[src/rtl/rll27_pkg.sv]
// Shared types and constants for the RLL(2,7) decoder slice.
package rll27_pkg;

  localparam int unsigned MAX_WORD_BITS = 4;
  localparam int unsigned EMIT_N_W      = 3;

  localparam logic [1:0] P_00 = 2'b00;
  localparam logic [1:0] P_01 = 2'b01;
  localparam logic [1:0] P_10 = 2'b10;

  // One state per legal codeword prefix seen so far
  typedef enum logic [3:0] {
    S_IDLE,
    S_P01,
    S_P10,
    S_P1001,
    S_P00,
    S_P0001,
    S_P0010,
    S_P001001,
    S_P0000,
    S_P000010
  } state_t;

  // Decoded word: n valid bits, left-justified, first data bit in the MSB
  typedef struct packed {
    logic [EMIT_N_W-1:0]      n;
    logic [MAX_WORD_BITS-1:0] bits;
  } emit_t;

endpackage

[src/rtl/rll_bit_fifo.sv]
// Bit FIFO: writes up to MAX_WORD_BITS bits per cycle, reads one bit per cycle.
module rll_bit_fifo
  import rll27_pkg::*;
#(
  parameter  int unsigned DEPTH = 8,
  localparam int unsigned CNT_W = $clog2(DEPTH) + 1
) (
  input  logic             clk_i,
  input  logic             rst_i,
  input  logic             push_i,
  input  emit_t            push_word_i,
  input  logic             pop_i,
  output logic             head_o,
  output logic             valid_o,
  output logic [CNT_W-1:0] free_o
);

  localparam int unsigned PTR_W = $clog2(DEPTH);

  logic [DEPTH-1:0]    mem_q;
  logic [PTR_W-1:0]    wr_ptr_q;
  logic [PTR_W-1:0]    rd_ptr_q;
  logic [CNT_W-1:0]    count_q;
  logic [EMIT_N_W-1:0] push_n;
  logic                do_pop;

  assign push_n  = push_i ? push_word_i.n : '0;
  assign do_pop  = pop_i && valid_o;
  assign valid_o = (count_q != '0);
  assign head_o  = mem_q[rd_ptr_q];
  assign free_o  = CNT_W'(DEPTH) - count_q;

  always_ff @(posedge clk_i or negedge rst_i) begin
    if (!rst_i) begin
      mem_q    <= '0;
      wr_ptr_q <= '0;
      rd_ptr_q <= '0;
      count_q  <= '0;
    end else begin
      for (int i = 0; i < int'(MAX_WORD_BITS); i++) begin
        if (EMIT_N_W'(i) < push_n)
          mem_q[wr_ptr_q + PTR_W'(i)] <= push_word_i.bits[MAX_WORD_BITS-1-i];
      end
      wr_ptr_q <= wr_ptr_q + PTR_W'(push_n);
      if (do_pop) rd_ptr_q <= rd_ptr_q + PTR_W'(1);
      count_q <= count_q + CNT_W'(push_n) - CNT_W'(do_pop);
    end
  end

endmodule

[src/rtl/rll27_decoder.sv]
// RLL(2,7) decoder: parses channel pairs into data bits, flags and counts illegal sequences.
module rll27_decoder
  import rll27_pkg::*;
#(
  parameter int unsigned FIFO_DEPTH = 8,
  parameter int unsigned ERR_W      = 8
) (
  input  logic             clk_i,
  input  logic             rst_i,
  input  logic [1:0]       code_i,
  input  logic             code_valid_i,
  output logic             code_ready_o,
  output logic             data_o,
  output logic             data_valid_o,
  input  logic             data_ready_i,
  output logic             err_o,
  output logic [ERR_W-1:0] err_cnt_o
);

  localparam int unsigned FREE_W = $clog2(FIFO_DEPTH) + 1;

  state_t            state_q;
  state_t            nxt_state;
  emit_t             emit;
  logic              illegal;
  logic              accept;
  logic [FREE_W-1:0] free;

  assign accept = code_valid_i && code_ready_o;

  // Next state and completed word for the pair on code_i
  always_comb begin
    nxt_state = S_IDLE;
    emit      = '0;
    illegal   = 1'b0;
    case (state_q)
      S_IDLE: begin
        if      (code_i == P_01) nxt_state = S_P01;
        else if (code_i == P_10) nxt_state = S_P10;
        else if (code_i == P_00) nxt_state = S_P00;
        else                     illegal   = 1'b1;
      end
      S_P01: begin
        if (code_i == P_00) emit = '{n: 3'd2, bits: 4'b1000};
        else                illegal = 1'b1;
      end
      S_P10: begin
        if      (code_i == P_00) emit = '{n: 3'd2, bits: 4'b1100};
        else if (code_i == P_01) nxt_state = S_P1001;
        else                     illegal = 1'b1;
      end
      S_P1001: begin
        if (code_i == P_00) emit = '{n: 3'd3, bits: 4'b0100};
        else                illegal = 1'b1;
      end
      S_P00: begin
        if      (code_i == P_01) nxt_state = S_P0001;
        else if (code_i == P_10) nxt_state = S_P0010;
        else if (code_i == P_00) nxt_state = S_P0000;
        else                     illegal   = 1'b1;
      end
      S_P0001: begin
        if (code_i == P_00) emit = '{n: 3'd3, bits: 4'b0000};
        else                illegal = 1'b1;
      end
      S_P0010: begin
        if      (code_i == P_00) emit = '{n: 3'd3, bits: 4'b0110};
        else if (code_i == P_01) nxt_state = S_P001001;
        else                     illegal = 1'b1;
      end
      S_P001001: begin
        if (code_i == P_00) emit = '{n: 3'd4, bits: 4'b0010};
        else                illegal = 1'b1;
      end
      S_P0000: begin
        if (code_i == P_10) nxt_state = S_P000010;
        else                illegal = 1'b1;
      end
      S_P000010: begin
        if (code_i == P_00) emit = '{n: 3'd4, bits: 4'b0011};
        else                illegal = 1'b1;
      end
      default: nxt_state = S_IDLE;
    endcase
  end

  // Ready lags the count by a cycle; safe because a word needs two accepts to complete
  always_ff @(posedge clk_i or negedge rst_i) begin
    if (!rst_i) begin
      state_q      <= S_IDLE;
      code_ready_o <= 1'b1;
      err_o        <= 1'b0;
      err_cnt_o    <= '0;
    end else begin
      code_ready_o <= (free >= FREE_W'(MAX_WORD_BITS));
      err_o        <= accept && illegal;
      if (accept) state_q <= nxt_state;
      if (accept && illegal && (err_cnt_o != '1))
        err_cnt_o <= err_cnt_o + ERR_W'(1);
    end
  end

  rll_bit_fifo #(
    .DEPTH (FIFO_DEPTH)
  ) u_fifo (
    .clk_i       (clk_i),
    .rst_i       (rst_i),
    .push_i      (accept && !illegal),
    .push_word_i (emit),
    .pop_i       (data_ready_i),
    .head_o      (data_o),
    .valid_o     (data_valid_o),
    .free_o      (free)
  );

endmodule

[config.mk]
export PLATFORM = sky130hd
export DESIGN_NAME = rll27_decoder
export DESIGN_NICKNAME = d
export VERILOG_FILES = /design/src/rtl/rll27_pkg.sv /design/src/rtl/rll_bit_fifo.sv /design/src/rtl/rll27_decoder.sv
export SDC_FILE = /design/constraint.sdc
export NUM_CORES = 1
export LEC_CHECK = 0
export ABC_CLOCK_PERIOD_IN_PS = 7350
export CORE_ASPECT_RATIO = 2
export CORE_UTILIZATION = 25
export CTS_CLUSTER_DIAMETER = 80
export DETAILED_ROUTE_END_ITERATION = 8
export DONT_BUFFER_PORTS = 1
export MAX_ROUTING_LAYER = met4
export PLACE_DENSITY = 0.37
export SETUP_SLACK_MARGIN = 0.5
export SYNTH_ARGS = -nofsm -noshare
export SYNTH_HDL_FRONTEND = slang
export SYNTH_HIERARCHICAL = 1
export SYNTH_SLANG_ARGS = --single-unit
[constraint.sdc]
create_clock -name clk_i -period 7.35 [get_ports clk_i]
set_input_delay 1.1025 -clock clk_i [delete_from_list [all_inputs] [get_ports clk_i]]
set_output_delay 1.1025 -clock clk_i [all_outputs]
set_load 0.03 [all_outputs]
==> results of run 1 <==
worst max-delay path, delay by kind of cell:
kind	cells	cell delay (ns)
xor gates and xnor gates	1	0.16
AOI/OAI and AO/OA	2	1.22
buffers and inverters	3	0.17
and+or+nand+nor	3	0.56
adders and majority gates	4	1.12
area by class of cell:
| type | instances | area [sq um] |
|---|---|---|
| multi-input cells | 229 | 1820 |
| well taps | 140 | 175 |
| flip-flops and latches | 32 | 802 |
| clock inverters | 2 | 35.0 |
| fillers | 1212 | 7920 |
| clock buffers | 6 | 129 |
| repair buffers | 1 | 7.51 |
| inverters | 17 | 63.8 |
worst min path at each step:
stage,depth (start not counted),from,to
2_1_floorplan,1,u_fifo/rd_ptr_q[2]$_DFFE_PN0P_,u_fifo/rd_ptr_q[2]$_DFFE_PN0P_
4_1_cts,0,rst_i,u_fifo/mem_q[5]$_DFF_PN0_
6_report,1,u_fifo/rd_ptr_q[2]$_DFFE_PN0P_,u_fifo/rd_ptr_q[2]$_DFFE_PN0P_
3_5_place_dp,1,u_fifo/rd_ptr_q[2]$_DFFE_PN0P_,u_fifo/rd_ptr_q[2]$_DFFE_PN0P_
3_3_place_gp,1,u_fifo/rd_ptr_q[2]$_DFFE_PN0P_,u_fifo/rd_ptr_q[2]$_DFFE_PN0P_
5_1_grt,0,rst_i,err_cnt_o[4]$_DFFE_PN0P_
sequential cells by signal (all words and copies together) (netlist names):
register / flops
state_q: 4
u_fifo/rd_ptr_q: 3
u_fifo/mem_q: 8
u_fifo/wr_ptr_q: 3
err_cnt_o: 8
err_o: 1
code_ready_o: 1
u_fifo/count_q: 4
metal layers:
layer	GRT usage (%)	part of all wire [%]	vias to the layer above
met5	-	0	-
met4	9.25	4.6	0
met3	1.68	2.3	24
met2	30.5	61	53
met1	13.0	32	1155
li1	-	-	1069
power by group through the flow:
stage / logic (mW) / registers [mW] / clock network (mW)
floorplan: 0.531 / 0.342 / 0
finish: 0.591 / 0.416 / 0.243
CTS: 0.597 / 0.419 / 0.251
global route: 0.650 / 0.432 / 0.257
detailed placement: 0.594 / 0.422 / 0
global placement: 0.596 / 0.422 / 0
placed cells by master (no fill, tap or decap), types with 4 or more instances in the layout:
cell,n
sky130_fd_sc_hd__a221oi_2,4
sky130_fd_sc_hd__nand2b_1,7
sky130_fd_sc_hd__xor2_1,6
sky130_fd_sc_hd__nand3_1,11
sky130_fd_sc_hd__o22a_1,4
sky130_fd_sc_hd__a211oi_2,4
sky130_fd_sc_hd__a21oi_1,7
sky130_fd_sc_hd__a211oi_1,4
sky130_fd_sc_hd__a22oi_1,8
sky130_fd_sc_hd__a31oi_1,7
sky130_fd_sc_hd__ha_1,17
sky130_fd_sc_hd__nor2_1,13
sky130_fd_sc_hd__and2b_1,5
sky130_fd_sc_hd__clkbuf_16,5
sky130_fd_sc_hd__and3_1,8
sky130_fd_sc_hd__dfrtp_1,31
sky130_fd_sc_hd__nand4_1,11
sky130_fd_sc_hd__nand2_1,23
sky130_fd_sc_hd__a222oi_1,8
sky130_fd_sc_hd__nor4b_1,5
sky130_fd_sc_hd__or3_1,4
sky130_fd_sc_hd__xnor2_1,10
sky130_fd_sc_hd__inv_1,17
sky130_fd_sc_hd__nor2b_1,4
sky130_fd_sc_hd__nor3_2,4
sky130_fd_sc_hd__nor3_1,9
through the flow:
stage | util (%) | worst slack (ns) | hold slack (ns) | power [mW]
after detailed placement | 26.2 | 2.93 | 0.495 | 1.02
after CTS | 27.7 | 3.21 | 0.503 | 1.27
after global placement | 26.2 | 2.99 | 0.493 | 1.02
after global routing | 27.7 | 2.88 | 0.502 | 1.34
final | 27.7 | 3.19 | 0.496 | 1.25
after floorplan | - | 3.72 | 0.453 | 0.873
==> run summary, run 1 <==
The flow ran to the end, and the final reports show no timing, DRC or antenna violations. VDD sags by at most roughly 0.10 mV. After technology mapping, the gate count stands at ~300.

The critical path in this run is classified as in2reg. The area of placed instances is 0.00287 sq mm. The number of post-CTS setup repair buffers is 0. The critical path goes through inv_1 > ha_1 > nor3b_1 > o21ai_1 > nand2_2 > a21oi_1 > and2_2 > inv_1 > ha_1 > inv_1 > ha_1 > fa_1 > xor2_1.

The startpoint identified for the worst register-to-register timing path is state_q[1]$_DFFE_PN0P_. The count of final hold-check violations is 0. The overall routing resource usage is between 15 and 20%.

Cells with a size suffix above 1 make up about 17% of the layout. The pin count of the biggest net entering global routing came out at 33. The final layout contains routed wiring with a total length of ~8400 microns. The portion of the clock cycle consumed by the worst path in the final layout is a little under three fifths.

The reg-to-reg critical path endpoint is u_fifo/count_q[2]$_DFF_PN0_. The area of the die is 0.0117 sq mm. The final critical delay including setup and external delays is 4.16 ns. After legalization and detailed placement, the total HPWL measured approximately 6600 microns. The combinational share of power is approximately 47%. Data arrives at the worst endpoint at 4.33 ns.

The maximum clock frequency came out at about 240 MHz. The height of the die came out at approximately 150 microns. The residual overflow from global routing is 0.

The worst setup path is captured at a flop. The number of buffers added on ports came out at 0. The number of ports placed on the die boundary is 18. The number of inserted diodes is 0. STA puts the critical path data required time at approximately 7.5 ns. The first detailed-routing pass took 5 iterations. The DRC violation count after routing came out at 0. Setup repair after global routing left no endpoint under its margin. In the final routed layout, each cell accounts on average for between 15 and 20 microns. The tree is rooted in a sky130_fd_sc_hd__clkbuf_16.

In this run the core area contains 54 standard-cell rows. The most critical setup path has its endpoint at u_fifo/count_q[2]$_DFF_PN0_. The maximum clock insertion buffer count is 2.

The largest fanout on the critical path is 13. The summed area of non-filler cells in the final layout came out at 0.00303 sq mm. The internal cell power came out at roughly 0.64 mW. The post-synthesis average cell area came out at roughly 9.5 sq um. The number of gates resized after cts is 0. At the pin with the least slew margin, the transition time is roughly 1.1 ns.

The first routing iteration left 159 violations. In this run the power density over the cells is slightly above 400 mW/mm^2. The initial utilization of the core area, before any placement, comes to around 26%. Clock-pin slew was measured on the worst setup and hold paths at about 0.060 ns. After detailed placement, the design holds a cell count of ~420. The combined area of all synthesized cells is ~0.0028 sq mm. The worst-skew pair later-pin latency is about 0.28 ns. The path class of the lowest-slack min-delay path is reg2reg. The most critical setup path has its startpoint at code_i[1]. Measured in cells, the most critical reg-to-reg path has a length of 11.

The maximum level of the CTS H-tree is 2. The final cell count without fillers is 427. The number of routed nets with antenna violations is 0.

The standby leakage power came out at about 1.2 nW. The largest single stage delay on the critical path is 0.90 ns. The number of global-route vias before repair is 2381. The switching portion of total power came out at about 49%. The master of the slowest instance on the critical path is sky130_fd_sc_hd__a21oi_1.

At the end of routability-driven placement, the weighted congestion stood at around 0.8. The first global-routing pass estimated 13100 microns of wire. The worst reg-to-reg setup slack came out at between 3 and 4 ns. The number of hold buffers added after cts came out at 0. The sequential power share came out at about a third. The clock share of power came out at about a fifth. The area growth from synthesis to final layout came out at 7.89%. The final layout net count came out at 311. The warning count from the yosys run is 6.

The number of antenna violations at the first check in global routing is 0. The via count came out at about 2300. Clock tree synthesis inserted a total of 5 buffers. The final setup skew came out at 0.00541 ns.

For the final routed database, the setup TNS stands at 0 ns. In this run the standard cell core region covers ~0.011 sq mm. The TritonCTS clock tree is yes. The post-synthesis net count is around 320. The number of sinks handled by clock tree synthesis came out at 32. The switching power total came out at between 0.6 and 0.7 mW.

The via-per-instance ratio came out at 5.39. The total of max-cap violations is 0. The number of endpoints failing setup at the final stage is 0. The die extent in x is roughly 77 microns. The worst slew margin relative to its limit is 23.6%.

The max-slew violation total from the final report came out at 0. The startpoint type of the worst setup path is an input port.
No activity file was read; power rests on OpenSTA's default activity.
==> inputs of run 2 (changes only) <==
- ABC_CLOCK_PERIOD_IN_PS: 7350 -> 3600
- PLACE_DENSITY: 0.37 -> 0.39
- clock period: 7.35 -> 3.6 ns (I/O delays scaled with it)
==> run 2 against run 1 <==
First-iteration DRC count rose by 1.3%. Critical path depth fell by 2. Sequential power rose by 93%. Register-to-register slack got worse by 2.7 ns. Count of clock-buffer cells in the layout fell by 1. Total power rose by 110%. Clock power rose by 110%. Cell count rose by 1.6%. Utilization rose by 0.66 points. Global-route usage fell by 0.59 points.
==> run summary, run 2 (synthesis gave the netlist of run 1 again) <==
The start-to-end type of the worst setup path is reg2reg (was in2reg). The path class of the lowest-slack min-delay path is in2async (was reg2reg). Timing would allow up to 354 MHz.

The portion of the clock cycle consumed by the worst path in the final layout came out at around four fifths. The number of rows in the core area came out at 54 (unchanged). The switching portion of total power is 48.6% (was 49.1%). The standby leakage power came to 1.25 nW (was 1.21 nW).

The wire length after detailed routing came out at 8100 microns (was 8390 microns). The per-cell routed wire length came out at 18.7 microns (was 19.7 microns). RSZ-0062 raised after global routing: false (unchanged). Most frequent cells in the layout: sky130_fd_sc_hd__dfrtp_1 (29), sky130_fd_sc_hd__nand2_1 (23), sky130_fd_sc_hd__inv_1 (17), sky130_fd_sc_hd__ha_1 (17), sky130_fd_sc_hd__nor2_1 (13) (was sky130_fd_sc_hd__dfrtp_1 (31), sky130_fd_sc_hd__nand2_1 (23), sky130_fd_sc_hd__inv_1 (17), sky130_fd_sc_hd__ha_1 (17), sky130_fd_sc_hd__nor2_1 (13)). The startpoint type of the worst setup path was a flop (was input port). The largest fanout on the critical path came to 12 (was 13).

The register clock-pin slew on the reported worst setup and hold paths is 0.06 ns (about the same). The area of placed instances is 0.00291 sq mm (was 0.00287 sq mm). The leading cell type in the layout, fill and taps excluded was sky130_fd_sc_hd__dfrtp_1 (unchanged).

The number of buffers added on ports is 0 (unchanged). The internal cell power was 1.33 mW (was 0.637 mW). The final weighted congestion in routability-driven placement is 0.811 (was 0.780).

The maximum level of the CTS H-tree came out at 2 (unchanged). Outcome: finished, final reports clean (unchanged). The height of the die came out at 152 microns (unchanged).

The endpoint class of the critical path was a flop (unchanged). The residual overflow from global routing is 0 (unchanged). The number of global-route vias before repair is 2403 (was 2381). The pin count of the biggest net entering global routing is 32 (was 33).

The final layout net count is 318 (was 311). The number of ports placed on the die boundary came to 18 (unchanged). The detailed placer's ending HPWL is 6370 microns (was 6570 microns). The total core area came out at 0.0109 sq mm (unchanged). The summed area of non-filler cells in the final layout is 0.00310 sq mm (was 0.00303 sq mm). The worst-skew pair later-pin latency is 0.28 ns (about the same). The die extent in x is 76.9 microns (unchanged). The via-per-instance ratio is 5.31 (was 5.39). The worst IR drop on VDD is 0.284 mV (was 0.100 mV). The total design power came out at 2.60 mW (was 1.25 mW). The count of final hold-check violations is 0 (unchanged). The max-slew violation total from the final report came out at 0 (unchanged). The via count came to 2306 (was 2301).

The final critical delay including setup and external delays came out at 2.83 ns. The number of inserted diodes came out at 0 (unchanged). The final sum of negative setup slack came out at 0 ns (unchanged).

The cell chosen for the clock root is sky130_fd_sc_hd__clkbuf_16 (unchanged). The sequential power share came to 31.0% (was 33.3%). The slew at the pin closest to its max-slew limit is 0.803 ns (was 1.15 ns).

The area growth from synthesis to final layout was 10.5% (was 7.89%). The final cell utilization of the core is 28.3% (was 27.7%). The number of routed nets with antenna violations was 0 (unchanged). The overall routing resource usage came out at 14.7% (was 15.3%).

The arrival time of data at the critical path endpoint came out at 2.99 ns (was 4.33 ns). The worst slew margin relative to its limit is 46.4% (was 23.6%). The switching power total came out at 1.26 mW (was 0.613 mW).

The starting density of the core came to 25.7% (unchanged). The area of the die came out at 0.0117 sq mm (unchanged). The detailed-routing iteration count for the pre-antenna-repair pass is 5 (unchanged). The number of filler instances in the final layout is 1181 (was 1212). The clock share of power came out at 19.3% (was 19.4%). The total of max-cap violations is 0 (unchanged). The maximum clock insertion buffer count was 2 (unchanged).

The required time of the critical path is 3.76 ns (was 7.52 ns). The share of post-route cells with drive strength above 1 is 20.1% (was 16.7%). The ratio of total power to cell area is 837 mW/mm^2 (was 413 mW/mm^2). The number of endpoints failing setup at the final stage is 0 (unchanged). The TritonCTS clock tree is yes (unchanged).

The DRC violation count after routing is 0 (unchanged). The number of violations reported at the end of detailed-routing iteration 0 is 161 (was 159). The global-route wire length before repair is 12700 microns (was 13100 microns). The number of buffers created by CTS was 5 (unchanged). The number of sinks handled by clock tree synthesis came out at 32 (unchanged). The final setup skew is 0.00787 ns (was 0.00541 ns). Top flop regs: err_cnt_o: 8 flops, u_fifo/mem_q: 8 flops (unchanged). The combinational share of power is 49.8% (was 47.3%). The number of antenna violations at the first check in global routing came out at 0 (unchanged).
## run 2: final timing paths
path / from / to / slack (ns) / depth (start not counted)
worst min register to register: u_fifo/rd_ptr_q[2]$_DFFE_PN0P_ / u_fifo/rd_ptr_q[2]$_DFFE_PN0P_ / 0.48 / 1
worst max register to register: state_q[1]$_DFFE_PN0P_ / u_fifo/count_q[2]$_DFF_PN0_ / 0.77 / 11
worst min-delay path: rst_i / err_cnt_o[2]$_DFFE_PN0P_ / 0.09 / 1
worst max-delay path: state_q[1]$_DFFE_PN0P_ / u_fifo/count_q[2]$_DFF_PN0_ / 0.77 / 11
min in group clk_i: u_fifo/rd_ptr_q[2]$_DFFE_PN0P_ / u_fifo/rd_ptr_q[2]$_DFFE_PN0P_ / 0.48 / 1
max in group asynchronous: rst_i / state_q[1]$_DFFE_PN0P_ / 3.33 / 1
## run 2: cell type report
class                           count  area [sq um]  area share (%)
Sequential cell                    32           805            25.9
Multi-Input combinational cell    229          1820            58.6
Tap cell                          140           175            5.65
Inverter                           17          63.8            2.06
Clock inverter                      3          42.5            1.37
Clock buffer                        5           125            4.03
Timing Repair Buffer                8          72.6            2.34
## run 2: layer usage
layer  vias up  part of all wire [%]  track usage [%]
met5         -                     0                -
met4         0                   5.7             8.70
met3        23                   2.8             1.68
met2        71                    59             28.8
met1      1130                    33             13.0
li1       1082                     -                -
## run 2: power by group through the flow
| stage | clock (mW) | sequential [mW] | combinational (mW) |
|---|---|---|---|
| after CTS | 0.516 | 0.810 | 1.29 |
| after detailed placement | 0 | 0.817 | 1.27 |
| after floorplan | 0 | 0.698 | 1.08 |
| final | 0.500 | 0.804 | 1.29 |
| after global routing | 0.526 | 0.834 | 1.41 |
| after global placement | 0 | 0.819 | 1.28 |
## run 2: timing repair
| item | CTS | global route |
|---|---|---|
| hold buffers | 1 | 0 |
| gates resized for setup | 0 | 3 |
| setup buffers | 0 | 0 |
| setup endpoints to repair | 0 | 8 |
| hold endpoints to repair | 31 | 0 |
## run 2: critical path, stage by stage (launching register included)
cell	delay [ns]
sky130_fd_sc_hd__dfrtp_2	0.47
sky130_fd_sc_hd__and2b_1	0.21
sky130_fd_sc_hd__o21ai_1	0.32
sky130_fd_sc_hd__nand2_2	0.14
sky130_fd_sc_hd__a21oi_1	0.24
sky130_fd_sc_hd__and2_2	0.22
sky130_fd_sc_hd__inv_1	0.05
sky130_fd_sc_hd__ha_1	0.26
sky130_fd_sc_hd__inv_1	0.04
sky130_fd_sc_hd__ha_1	0.19
sky130_fd_sc_hd__fa_1	0.37
sky130_fd_sc_hd__xor2_1	0.17
## run 2: through the flow
stage,hold WS [ns],std cells,setup WS (ns)
after floorplan,0.244,296,0.534
after global placement,0.245,425,0.462
after detailed placement,0.245,425,0.430
after CTS,0.0901,434,0.629
after global routing,0.0845,434,0.528
final,0.0875,434,0.773
==> inputs of run 3 (changes only) <==
- ABC_CLOCK_PERIOD_IN_PS: 3600 -> 2820
- PLACE_DENSITY: 0.39 -> 0.37
- clock period: 3.6 -> 2.82 ns (I/O delays scaled with it)
==> run 3 against run 2 <==
Register-to-register slack lost 0.40 ns. Count of clock-buffer cells in the layout is 2 higher. Non-clock buffer count up 27. Global-route usage up 1.0 points. First-iteration DRC count rose by 35%.
==> run summary, run 3 (synthesis gave the netlist of run 1 again) <==
The largest fanout on the critical path came out at 5 (was 12). The overall routing resource usage is 15.7% (was 14.7%). The combinational share of power came out at 54.7% (was 49.8%). Outcome: finished, final reports clean (unchanged).

The via-per-instance ratio is 5.23 (was 5.31). The TritonCTS clock tree was yes (unchanged). The final weighted congestion in routability-driven placement came to 0.834 (was 0.811). The switching power total came out at 1.74 mW (was 1.26 mW). The cell chosen for the clock root is sky130_fd_sc_hd__clkbuf_16 (unchanged). Most frequent cells in the layout: sky130_fd_sc_hd__dfrtp_1 (30), sky130_fd_sc_hd__buf_4 (30), sky130_fd_sc_hd__nand2_1 (21), sky130_fd_sc_hd__nor2_1 (12) (was sky130_fd_sc_hd__dfrtp_1 (29), sky130_fd_sc_hd__nand2_1 (23), sky130_fd_sc_hd__inv_1 (17), sky130_fd_sc_hd__ha_1 (17), sky130_fd_sc_hd__nor2_1 (13)). The endpoint class of the critical path is a flop (unchanged). The portion of the clock cycle consumed by the worst path in the final layout was 86.8% (was 78.5%).

The placement-stage worst setup slack is 0.107 ns (was 0.430 ns). The family with the most delay on the worst path is adder cells (unchanged). The max-slew violation total from the final report was 0 (unchanged).

The number of routed nets with antenna violations is 0 (unchanged). The global-route wire length before repair came out at 13500 microns (was 12700 microns). The total of max-cap violations came out at 0 (unchanged). The clock share of power is 18.5% (was 19.3%).

The wire length after detailed routing was 8650 microns (was 8100 microns). The count of buffer and inverter cells on the critical path is 3 (was 2). The slew at the pin closest to its max-slew limit came out at 0.554 ns (was 0.803 ns). The via count came to 2413 (was 2306). The number of violations reported at the end of detailed-routing iteration 0 came out at 217 (was 161).

The final worst-path setup slack is 0.372 ns (was 0.773 ns). The starting density of the core was 25.7% (unchanged). The number of endpoints failing setup at the final stage is 0 (unchanged). The maximum clock frequency came out at 408 MHz (was 354 MHz). The number of ports placed on the die boundary is 18 (unchanged). The sequential power share came to 26.8% (was 31.0%). The share of post-route cells with drive strength above 1 was 34.0% (was 20.1%).

The number of filler instances in the final layout was 1172 (was 1181). The number of inserted diodes was 0 (unchanged). The ratio of total power to cell area was 1070 mW/mm^2 (was 837 mW/mm^2).

The final sum of negative setup slack was 0 ns (unchanged). The residual overflow from global routing came out at 0 (unchanged). The area occupied by multi-input gates was 0.00196 sq mm (was 0.00182 sq mm). Chain of cells forming the critical path: buf_4 > nor3b_1 > o21ai_4 > nand2_4 > a21oi_4 > and2_4 > inv_2 > ha_4 > inv_2 > ha_4 > fa_2 > xor2_1 (was and2b_1 > o21ai_1 > nand2_2 > a21oi_1 > and2_2 > inv_1 > ha_1 > inv_1 > ha_1 > fa_1 > xor2_1). The number of global-route vias before repair came out at 2505 (was 2403).

The maximum level of the CTS H-tree is 2 (unchanged). The master of the slowest instance on the critical path is sky130_fd_sc_hd__dfrtp_2 (unchanged). The standby leakage power is 1.43 nW (was 1.25 nW). The worst slew margin relative to its limit was 62.9% (was 46.4%). The die extent in x came out at 76.9 microns (unchanged).

The maximum clock insertion buffer count is 2 (unchanged). The final layout net count is 345 (was 318). The register clock-pin slew on the reported worst setup and hold paths came out at 0.06 ns (about the same). The sequential standard cell area is 803 sq um (was 805 sq um). The final critical delay including setup and external delays is 2.45 ns (was 2.83 ns).

The worst-skew pair later-pin latency is 0.28 ns (about the same). The total core area was 0.0109 sq mm (unchanged). RSZ-0062 raised after global routing: true (was false). The number of rows in the core area came to 54 (unchanged). The number of buffers added on ports came out at 0 (unchanged). The final setup skew came to 0.00605 ns (was 0.00787 ns). The detailed-routing iteration count for the pre-antenna-repair pass is 7 (was 5). Top flop regs: err_cnt_o: 8 flops, u_fifo/mem_q: 8 flops (unchanged). The pin count of the biggest net entering global routing is 33 (was 32). The number of antenna violations at the first check in global routing came to 0 (unchanged). The worst IR drop on VDD is 0.430 mV (was 0.284 mV). The count of final hold-check violations was 0 (unchanged). The number of sinks handled by clock tree synthesis came out at 32 (unchanged). The delay of the slowest cell on the worst path is 0.43 ns (was 0.47 ns). The height of the die is 152 microns (unchanged). The path class of the lowest-slack min-delay path is in2reg (was in2async).

The per-cell routed wire length is 18.8 microns (was 18.7 microns). The detailed placer's ending HPWL came to 6430 microns (was 6370 microns). The number of buffers created by CTS came out at 5 (unchanged). The switching portion of total power is 46.7% (was 48.6%). The startpoint type of the worst setup path is a flop (unchanged). The required time of the critical path came out at 2.99 ns (was 3.76 ns). The area of the die is 0.0117 sq mm (unchanged).

The DRC violation count after routing is 0 (unchanged). The internal cell power came to 1.99 mW (was 1.33 mW). The arrival time of data at the critical path endpoint was 2.62 ns (was 2.99 ns).

The area growth from synthesis to final layout came out at 24.2% (was 10.5%). The start-to-end type of the worst setup path is reg2reg (unchanged).
-- run 3: stage by stage --
| stage | hold WS [ns] | cells | total power, mW | area [sq um] | util, % |
|---|---|---|---|---|---|
| global route | 0.437 | 461 | 3.99 | 3490 | 31.8 |
| detailed placement | 0.130 | 436 | 2.84 | 3070 | 28.1 |
| floorplan | 0.127 | 296 | 2.37 | 2900 | - |
| CTS | 0.439 | 455 | 3.71 | 3430 | 31.3 |
| global placement | 0.129 | 436 | 2.84 | 3070 | 28.1 |
| finish | 0.443 | 461 | 3.73 | 3490 | 31.8 |
-- run 3: worst paths after layout --
kind	from	endpoint	slack [ns]	cells after the start
setup / recovery	state_q[1]$_DFFE_PN0P_	u_fifo/count_q[2]$_DFF_PN0_	0.37	12
hold / removal	data_ready_i	u_fifo/rd_ptr_q[0]$_DFFE_PN0P_	0.44	2
setup reg to reg	state_q[1]$_DFFE_PN0P_	u_fifo/count_q[2]$_DFF_PN0_	0.37	12
hold reg to reg	u_fifo/rd_ptr_q[2]$_DFFE_PN0P_	u_fifo/rd_ptr_q[2]$_DFFE_PN0P_	0.48	1
max in group asynchronous	rst_i	code_ready_o$_DFF_PN1_	1.95	2
min in group asynchronous	rst_i	state_q[3]$_DFFE_PN0P_	0.60	2
-- run 3: repair_timing --
action                                  in CTS  in global routing
gates resized for setup                     17                  3
pin swaps                                   24                  5
endpoints found under the setup margin      13                 13
endpoints found under the hold margin       32                  0
hold buffers                                 2                  0
setup buffers                                9                  6
-- run 3: power groups by stage --
stage | clock network [mW] | registers [mW] | logic, mW
floorplan | 0 | 0.896 | 1.47
global placement | 0 | 1.02 | 1.82
detailed placement | 0 | 1.02 | 1.82
CTS | 0.723 | 1.01 | 1.97
global route | 0.732 | 1.03 | 2.23
finish | 0.690 | 1.00 | 2.04
-- run 3: layout make-up --
| type | instances | area share, % |
|---|---|---|
| clock buffers | 7 | 4.38 |
| multi-input cells | 229 | 56.3 |
| well taps | 140 | 5.03 |
| inverters | 17 | 1.83 |
| repair buffers | 35 | 8.54 |
| clock inverters | 1 | 0.861 |
| flip-flops and latches | 32 | 23.0 |
-- run 3: routing by layer --
layer  global-route usage [%]  vias to the layer above  wire (microns)
li1                         -                     1134               -
met1                     13.8                     1179            2930
met2                     30.4                       76            5050
met3                     2.34                       24             265
met4                     9.25                        0             400
met5                        -                        -               0
